[src/rtl/idli_sqi_ctrl.sv]
// idli_sqi_ctrl: sequential SQI (quad-SPI) controller for the external serial SRAM.
// Turns a start request plus a 16b address into a read (0x03) or write (0x02)
// transaction, then streams 4b slices one per clock until the core asks to stop.
//
// Most bus outputs come from registers that are loaded with the next state's
// values. The exception is a write data cycle. There, the nibble offered by the
// core goes straight onto SIO and opens the SCK gate in the same cycle. This lets
// a slice be consumed and clocked into the memory in one cycle. A stop in that
// cycle then still completes the transfer before CS rises in END.

module idli_sqi_ctrl (
    input  logic        i_clk,
    input  logic        i_rst,

    // Core-side transaction control
    input  logic        i_start,
    input  logic        i_wr,
    input  logic [15:0] i_addr,
    input  logic        i_stop,

    // Write slice stream (bus order)
    input  logic        i_wr_vld,
    input  logic [3:0]  i_wr_slice,
    output logic        o_wr_rdy,

    // Read slice stream (bus order)
    output logic        o_rd_vld,
    output logic [3:0]  o_rd_slice,

    output logic        o_busy,

    // SQI pins
    output logic        o_sqi_cs_n,
    output logic        o_sqi_sck_en,
    output logic [3:0]  o_sqi_sio,
    output logic        o_sqi_oe,
    input  logic [3:0]  i_sqi_sio
);

    typedef logic [3:0]  slice_t;
    typedef logic [15:0] data_t;

    typedef enum logic [2:0] {
        StIdle,
        StCmd,
        StAddr,
        StDummy,
        StData,
        StEnd
    } state_e;

    localparam logic [7:0] CmdRead  = 8'h03;
    localparam logic [7:0] CmdWrite = 8'h02;

    // Last index of each counted phase (CMD 2, ADDR 6, DUMMY 2 cycles)
    localparam logic [2:0] CmdLast   = 3'd1;
    localparam logic [2:0] AddrLast  = 3'd5;
    localparam logic [2:0] DummyLast = 3'd1;

    state_e     state_q;
    logic [2:0] cnt_q;
    logic       wr_q;
    data_t      addr_q;

    logic       cs_n_q;
    logic       sck_en_q;
    logic       oe_q;
    slice_t     sio_q;
    logic       rd_vld_q;
    slice_t     rd_slice_q;
    logic       wr_rdy_q;
    logic       busy_q;

    slice_t     addr_nib;
    logic       wr_xfer;

    // Next address nibble to drive, given the index of the nibble on the bus now.
    // The 24b address is 0x00 followed by the 16b address, MSB nibble first.
    always_comb begin
        addr_nib = 4'h0;
        case (cnt_q)
            3'd1:    addr_nib = addr_q[15:12];
            3'd2:    addr_nib = addr_q[11:8];
            3'd3:    addr_nib = addr_q[7:4];
            3'd4:    addr_nib = addr_q[3:0];
            default: addr_nib = 4'h0;
        endcase
    end

    // A write slice is consumed in any write data cycle where the core offers one.
    always_comb begin
        wr_xfer = (state_q == StData) && wr_q && i_wr_vld;
    end

    // Transaction FSM: sequences the phases and loads the registered outputs.
    always_ff @(posedge i_clk) begin
        if (i_rst) begin
            state_q    <= StIdle;
            cnt_q      <= 3'd0;
            wr_q       <= 1'b0;
            addr_q     <= '0;
            cs_n_q     <= 1'b1;
            sck_en_q   <= 1'b0;
            oe_q       <= 1'b0;
            sio_q      <= '0;
            rd_vld_q   <= 1'b0;
            rd_slice_q <= '0;
            wr_rdy_q   <= 1'b0;
            busy_q     <= 1'b0;
        end else begin
            // A read slice is valid for exactly one cycle after it is sampled
            rd_vld_q <= 1'b0;

            case (state_q)
                StIdle: begin
                    if (i_start) begin
                        state_q  <= StCmd;
                        cnt_q    <= 3'd0;
                        wr_q     <= i_wr;
                        addr_q   <= i_addr;
                        cs_n_q   <= 1'b0;
                        sck_en_q <= 1'b1;
                        oe_q     <= 1'b1;
                        busy_q   <= 1'b1;
                        sio_q    <= i_wr ? CmdWrite[7:4] : CmdRead[7:4];
                    end
                end

                StCmd: begin
                    if (cnt_q == CmdLast) begin
                        state_q <= StAddr;
                        cnt_q   <= 3'd0;
                        sio_q   <= 4'h0;
                    end else begin
                        cnt_q <= cnt_q + 3'd1;
                        sio_q <= wr_q ? CmdWrite[3:0] : CmdRead[3:0];
                    end
                end

                StAddr: begin
                    if (cnt_q == AddrLast) begin
                        cnt_q <= 3'd0;
                        if (wr_q) begin
                            // Writes stall until the core offers a slice, so
                            // the gate stays shut and the last address nibble
                            // stays on the bus.
                            state_q  <= StData;
                            sck_en_q <= 1'b0;
                            wr_rdy_q <= 1'b1;
                        end else begin
                            state_q <= StDummy;
                            oe_q    <= 1'b0;
                            sio_q   <= 4'h0;
                        end
                    end else begin
                        cnt_q <= cnt_q + 3'd1;
                        sio_q <= addr_nib;
                    end
                end

                StDummy: begin
                    if (cnt_q == DummyLast) begin
                        state_q <= StData;
                        cnt_q   <= 3'd0;
                    end else begin
                        cnt_q <= cnt_q + 3'd1;
                    end
                end

                StData: begin
                    if (!wr_q) begin
                        rd_slice_q <= i_sqi_sio;
                        rd_vld_q   <= 1'b1;
                    end else if (i_wr_vld) begin
                        // Remember the nibble so a stall cycle keeps it on SIO
                        sio_q <= i_wr_slice;
                    end

                    if (i_stop) begin
                        state_q  <= StEnd;
                        cs_n_q   <= 1'b1;
                        sck_en_q <= 1'b0;
                        oe_q     <= 1'b0;
                        wr_rdy_q <= 1'b0;
                        sio_q    <= 4'h0;
                    end
                end

                StEnd: begin
                    state_q <= StIdle;
                    busy_q  <= 1'b0;
                end

                default: begin
                    state_q <= StIdle;
                end
            endcase
        end
    end

    // Output assignments; only write data cycles bypass the SIO/SCK registers.
    always_comb begin
        o_sqi_cs_n   = cs_n_q;
        o_sqi_oe     = oe_q;
        o_sqi_sck_en = sck_en_q | wr_xfer;
        o_sqi_sio    = wr_xfer ? i_wr_slice : sio_q;
        o_rd_vld     = rd_vld_q;
        o_rd_slice   = rd_slice_q;
        o_wr_rdy     = wr_rdy_q;
        o_busy       = busy_q;
    end

endmodule

[config.mk]
export PLATFORM = sky130hd
export DESIGN_NAME = idli_sqi_ctrl
export DESIGN_NICKNAME = d
export VERILOG_FILES = /design/src/rtl/idli_sqi_ctrl.sv
export SDC_FILE = /design/constraint.sdc
export NUM_CORES = 1
export LEC_CHECK = 0
export ABC_AREA = 1
export CORE_ASPECT_RATIO = 1.2
export CORE_MARGIN = 2
export CORE_UTILIZATION = 45
export CTS_CLUSTER_DIAMETER = 30
export DETAILED_ROUTE_END_ITERATION = 10
export PLACE_DENSITY = 0.83
export SLEW_MARGIN = 10
export SYNTH_ARGS = -nofsm -noshare
export SYNTH_HDL_FRONTEND = slang
export SYNTH_SLANG_ARGS = --single-unit
[constraint.sdc]
create_clock -name i_clk -period 3.7 [get_ports i_clk]
set_input_delay 0.74 -clock i_clk [delete_from_list [all_inputs] [get_ports i_clk]]
set_output_delay 0.74 -clock i_clk [all_outputs]
set_load 0.02 [all_outputs]
# --- After elaboration in Yosys (flattened, before gate mapping) ---
# Cells that the tools add are included.
classes:
  reduce_logical: 21
  n_mux: 38
  n_bitwise: 3
  eq_ne: 20
  n_addsub: 1
op_table:
  columns: ["op", "count"]
  rows:
  - ["one-hot mux 4 bit (4 select lines)", 2]
  - ["2-to-1 mux 4 bit", 7]
  - ["2-to-1 mux 3 bit", 9]
  - ["AND reduction 5 bit", 4]
  - ["one-hot mux 3 bit (5 select lines)", 1]
  - ["!= test 2 bit, second input constant", 7]
  - ["== test 3 x 2 -> 1 bit, second input constant", 4]
  - ["== test 3 bit, second input constant", 4]
  - ["2-to-1 mux 1 bit", 12]
  - ["!= test 3 bit, second input constant", 3]
  - ["one-hot mux 3 bit (3 select lines)", 1]
  - ["AND reduction 2 bit", 4]
  - ["== test 3 x 1 -> 1 bit, second input constant", 2]
  - ["one-hot mux 1 bit (2 select lines)", 3]
  - ["one-hot mux 1 bit (3 select lines)", 2]
  - ["nonzero test 2 bit", 3]
  - ["nonzero test 3 bit", 2]
  - ["AND reduction 4 bit", 1]
  - ["nonzero test 4 bit", 1]
  - ["OR reduction 2 bit", 2]
  - ["adder 3 x 1 -> 3 bit, second input constant", 1]
  - ["zero test 3 bit", 1]
  - ["AND reduction 3 bit", 1]
  - ["logical AND 1 bit", 2]
  - ["other kinds (3)", 4]
word_totals:
  elab_cells: 95
  regBits: 37
  output_inout_bits: 14
  inputBits: 30

# --- Depth between registers and ports, before layout ---
# Gate-level depths: netlist of the first run.
logic_depth:
  ltp_word: 4
  mapped_depth: 10
  ltp_nobuf: 9

# --- Worst setup path after synthesis of the first run ---
# Ideal clock, no wire load.
synth_timing:
  kind: "input to output"
  startpoint: "in i_wr_vld"
  endpoint: "out o_sqi_sio[0]"
  n_path_buf: 0
  required_ps: 2960
  slack_ps: 1595
  arrival_time_ps: 1365
  path_stages: 2
  cell_sequence: "nand3_2 -> o21ai_0"
synth_between:
  elab_chain_cells: 2
synth_rtl:
  columns: ["element", "line", "source"]
  rows:
  - ["from (decl)", "22", "input logic i_wr_vld,"]
  - ["logical AND 1 bit", "92", "wr_xfer = (state_q == StData) && wr_q && i_wr_vld;"]
  - ["2-to-1 mux 4 bit", "206", "o_sqi_sio = wr_xfer ? i_wr_slice : sio_q;"]
  - ["to (decl)", "35", "output logic [3:0] o_sqi_sio,"]
# No other way between the ends.

# --- Worst setup path in the final report of the first run ---
layout_timing:
  startpoint: "in i_wr_vld"
  endpoint: "out o_sqi_sio[1]"
# The elaborated chain is that of the path after synthesis.

==> results of run 1 <==
-- tightest hold or removal path, cell delays in order (launching register included) --
cell and delay, ns:
dfxtp_1 0.31, nand2_1 0.06, a21oi_1 0.05
-- final timing paths --
check,from,to,slack [ns]
max,i_wr_vld,o_sqi_sio[1],0.68
min,o_rd_slice[1],o_rd_slice[1],0.46
max reg2reg,cnt_q[2],sio_q[2],2.06
min reg2reg,o_rd_slice[1],o_rd_slice[1],0.46
-- sequential cells by signal (all words and copies together) (netlist names) --
register    cells
o_sqi_cs_n      1
o_sqi_oe        1
cnt_q           3
o_rd_vld        1
addr_q         16
sio_q           4
o_rd_slice      4
o_wr_rdy        1
o_busy          1
sck_en_q        1
wr_q            1
state_q         3
-- cell type report --
type                            instances  area, um^2  share of cell area
Clock buffer                            7        96.3              0.0411
Clock inverter                          1        5.00             0.00214
Inverter                               18        67.6              0.0288
Multi-Input combinational cell        188         928               0.396
Sequential cell                        37         741               0.316
Tap cell                               54        67.6              0.0288
Timing Repair Buffer                   44         438               0.187
-- metal layers --
layer,global-route usage,part of all wire
met1,0.237,0.43
met2,0.340,0.51
met3,0.0514,0.039
met4,0.0827,0.018
met5,0,0
-- cells by family (layout without fill, tap and decap cells) --
family / after synthesis / count (layout) / share of synthesized area
xor+xnor: 1 / 1 / 0.00488
buf+inv: 29 / 70 / 0.0697
fa+ha+maj: 1 / 1 / 0.00697
compound gates: 54 / 54 / 0.159
simple gates: 129 / 129 / 0.328
mux: 3 / 3 / 0.0188
flops: 37 / 37 / 0.413
-- synthesized netlist by cell type (all sizes together) --
cell type,number,area share
buf,7,0.024
ha,1,0.0070
a21oi,38,0.11
clkbuf,4,0.0084
nor3,2,0.0084
inv,18,0.038
nand3,13,0.047
o221ai,1,0.0049
nand2,89,0.20
a22oi,1,0.0042
a21boi,1,0.0042
o21ai,12,0.033
dfxtp,37,0.41
o31ai,1,0.0042
mux2,3,0.019
nor2,15,0.040
xor2,1,0.0049
nand4,10,0.035
-- report_power, final --
part           total, mW  internal, mW  switching, mW
Clock              0.307         0.168          0.139
Combinational      0.573         0.213          0.360
Sequential         0.554         0.478         0.0759
Total               1.43         0.859          0.575
-- per-stage QoR --
step / hold WS [ns] / cell area, um^2 / util / std cells / total power [mW]
after floorplan: 0.429 / 1790 / - / 254 / 0.977
after global placement: 0.448 / 2240 / 0.578 / 341 / 1.12
after detailed placement: 0.458 / 2240 / 0.578 / 341 / 1.13
after CTS: 0.468 / 2340 / 0.604 / 349 / 1.43
after global routing: 0.491 / 2340 / 0.604 / 349 / 1.54
final: 0.464 / 2340 / 0.604 / 349 / 1.43
==> run_results.csv, run 1 <==
group,metric,value,unit
die,pin_count,44,
clock_tree,root_buffer,"clkbuf_8",
drt,first_pass_iters,4,
drt,drcViolationCount,0,
placement,dp_worst_setup_slack,0.654,ns
global_routing,grt_pass1_wl,6.91,mm
clock_tree,ctsResizeCount,0,
timing,finalCriticalPeriod,3.02,ns
logic_synthesis,synth_cell_types,28,
setup_path,critPathMaxFanout,6,
die,core,3880,um^2
logic_synthesis,ys_warn_count,0,
die,row_count,25,
setup_path,cp_num_buf_inv,2,
cells_and_area,fillers,383,
logic_synthesis,synth_seq_area_share,0.413,
clock_tree,cts_sinks,37,
cells_and_area,nNetsFinal,325,
timing,max_slew_margin,0.590,
logic_synthesis,synth_seq_cells,37,
cells_and_area,diodes,0,
setup_path,worstRegToRegCells,8,
clock_tree,cts_buffers,5,
global_routing,antenna_found_initial,0,
timing,finalClockSkew,0.00640,ns
logic_synthesis,synth_fp_nets,285,
timing,finalSetupViolCount,0,
timing,hold_viol_final,0,
timing,final.setup.worst_slack,0.675,ns
clock_tree,cts_tree,"done",
drt,detail_route.wl_per_cell,11.6,um
setup_path,crit_family,"buffers and inverters",
cells_and_area,synthToLayoutAreaGrowth,30.6,%
cells_and_area,layout_commonest_cell,"nand2_1",
drt,vias_per_cell,5.00,
clock_tree,cts_buffer_depth,2,
timing,slew_viol_final,0,
logic_synthesis,netlist_instances,254,
global_routing,grt_pass1_vias,1632,
global_routing,grt_max_degree,24,
status,status,"completed",
worst_hold_path,hp-class,"flop to flop",
timing,rsz0062_at_grt,"no",
clock_tree,cts_max_level,2,
drt,drt_iter0_drc,83,
setup_path,worstPathCellList,"clkdlybuf4s50_1, nand3_2, mux2_1, clkdlybuf4s50_1",
global_routing,overflow,0,
cells_and_area,final_cell_mix,"nand2_1, clkdlybuf4s50_1, a21oi_1, dfxtp_1, nor2_1",
setup_path,required,2.96,ns
timing,fin_tns_setup,0,ns
setup_path,worstSetupPathType,"primary input to output port",
placement,io_buffers,43,
setup_path,path_common_cell,"clkdlybuf4s50_1",
clock_tree,clock_latency,0.29,ns
drt,via_count,1744,
timing,period_share,0.818,
setup_path,end_kind,"output port",
worst_hold_path,min_path_cells,2,
timing,tightestPinTransition,0.613,ns
clock_tree,hold_buffers,0,
setup_path,crit_path_start_kind,"primary input",
setup_path,max_stage_delay,0.54,ns
setup_path,crit_path_top_delay_cell,"clkdlybuf4s50_1",
global_routing,track_usage,0.202,
cells_and_area,drive_above_1_share,0.119,
clock_tree,post-cts-setup-buffers,0,
die,die_y,73.2,um
timing,timing.fmax,331,MHz
setup_path,arrival,2.28,ns
placement,dp_hpwl,3.05,mm
flow_run,maxCapViolCount,0,
die,die_x,61.6,um
pwr,p_leak,0.963,nW
pwr,power-per-cell-area,612,nW/um^2
placement,finalWeightedCongestion,0.899,
clock_tree,clk_pin_slew_worst_paths,0.06,ns
die,initial_core_util,0.463,
setup_path,crit_cells,4,
drt,wirelength,4.04,mm
logic_synthesis,netlist_area,1790,um^2
pwr,ir_drop,0.316,mV
die,die_area,4510,um^2
drt,antenna_left,0,
logic_synthesis,avgSynthCellArea,7.06,um^2
Power figures use the tool's default switching activity.
==> run 2, diff against run 1 <==
- clock period: 3.7 -> 3.1 ns (I/O delays scaled with it)
==> run 2 against run 1 <==
Compared with the run above:
- register-to-register slack worse by 0.65 ns
- die area stayed put
- count of clock-buffer cells in the layout decreased by 2
- largest power group unchanged
==> run_results.csv, run 2 (synthesis results as in run 1) <==
group,metric,value,unit
status,status,"completed",
timing,finalSetupViolCount,0,
flow_run,maxCapViolCount,0,
die,die_area,4510,um^2
clock_tree,hold_buffers,0,
global_routing,grt_pass1_vias,1645,
clock_tree,root_buffer,"clkbuf_8",
placement,finalWeightedCongestion,0.912,
die,die_y,73.2,um
cells_and_area,nNetsFinal,325,
global_routing,grt_max_degree,24,
timing,max_slew_margin,0.670,
pwr,ir_drop,0.415,mV
global_routing,track_usage,0.197,
setup_path,crit_path_start_kind,"primary input",
cells_and_area,diodes,0,
cells_and_area,largest_reg_flops,16,
worst_hold_path,hp-class,"flop to flop",
placement,io_buffers,43,
cells_and_area,drive_above_1_share,0.119,
global_routing,grt_pass1_wl,6.80,mm
cells_and_area,synthToLayoutAreaGrowth,29.8,%
die,die_x,61.6,um
drt,route.met2.wl,1.98,mm
drt,first_pass_iters,4,
clock_tree,cts_buffers,5,
clock_tree,cts_max_level,2,
setup_path,end_kind,"output port",
pwr,power-per-cell-area,717,nW/um^2
global_routing,overflow,0,
drt,via_count,1766,
drt,wl_met3,207,um
drt,vias_per_cell,5.06,
drt,drcViolationCount,0,
clock_tree,cts_buffer_depth,2,
timing,finalCriticalPeriod,2.78,ns
drt,wl_met1,1.77,mm
drt,dr.max_layer_used,"met4",
timing,tightestPinTransition,0.494,ns
cells_and_area,final_cell_mix,"nand2_1, clkdlybuf4s50_1, a21oi_1, dfxtp_1, nor2_1",
drt,drt_iter0_drc,90,
die,core,3880,um^2
pwr,p_leak,0.952,nW
cells_and_area,fillers,394,
die,row_count,25,
cells_and_area,layout_commonest_cell,"nand2_1",
die,initial_core_util,0.463,
setup_path,required,2.48,ns
clock_tree,clock_latency,0.30,ns
drt,wirelength,4.05,mm
drt,antenna_left,0,
placement,dp_hpwl,3.01,mm
pwr,total_power,1.67,mW
setup_path,critPathMaxFanout,6,
clock_tree,clk_pin_slew_worst_paths,0.08,ns
clock_tree,post-cts-setup-buffers,0,
die,pin_count,44,
timing,period_share,0.898,
timing,rsz0062_at_grt,"no",
timing,fin_tns_setup,0,ns
clock_tree,cts_tree,"done",
timing,finalClockSkew,0.0153,ns
timing,slew_viol_final,0,
clock_tree,cts_sinks,37,
cells_and_area,regMostFlops,"addr_q",
setup_path,worstSetupPathType,"primary input to output port",
timing,timing.fmax,359,MHz
setup_path,arrival,2.16,ns
drt,detail_route.wl_per_cell,11.6,um
global_routing,antenna_found_initial,0,
timing,hold_viol_final,0,
clock_tree,ctsResizeCount,0,
[run 2: area by class of cell]
cell class | count | area (um^2) | share of cell area
Clock buffer | 5 | 68.8 | 0.0296
Clock inverter | 3 | 17.5 | 0.00752
Inverter | 18 | 67.6 | 0.0290
Multi-Input combinational cell | 188 | 928 | 0.399
Sequential cell | 37 | 741 | 0.318
Tap cell | 54 | 67.6 | 0.0290
Timing Repair Buffer | 44 | 438 | 0.188
[run 2: power by group]
part           internal [mW]  leakage (nW)  switching [mW]  total [mW]
sequential             0.570         0.302          0.0890       0.659
combinational          0.255         0.606           0.429       0.684
clock                  0.155        0.0439           0.172       0.327
[run 2: path summary, 6_finish.rpt]
kind | startpoint | to | slack (ns) | cells past startpoint
min reg2reg | sck_en_q | sck_en_q | 0.45 | 2
max reg2reg | cnt_q[2] | sio_q[2] | 1.41 | 8
max | i_wr_vld | o_sqi_sio[1] | 0.32 | 4
min | sck_en_q | sck_en_q | 0.45 | 2
[run 2: per-stage QoR]
step	utilization	cell area (um^2)	hold slack, ns	cells	setup slack [ns]
final	0.600	2330	0.454	349	0.317
after global routing	0.600	2330	0.489	349	0.242
after CTS	0.600	2330	0.457	349	0.300
after detailed placement	0.578	2240	0.444	341	0.311
after global placement	0.578	2240	0.453	341	0.336
after floorplan	-	1790	0.429	254	1.18
[run 2: routing by layer]
metal / GRT usage / up-vias
met2: 0.327 / 53
met3: 0.0585 / 10
met5: 0 / -
met1: 0.234 / 782
li1: - / 921
met4: 0.0757 / 0
[run 2: worst max-delay path: stages]
cell and delay, ns:
clkdlybuf4s50_1 0.50, nand3_2 0.16, mux2_1 0.35, clkdlybuf4s50_1 0.54
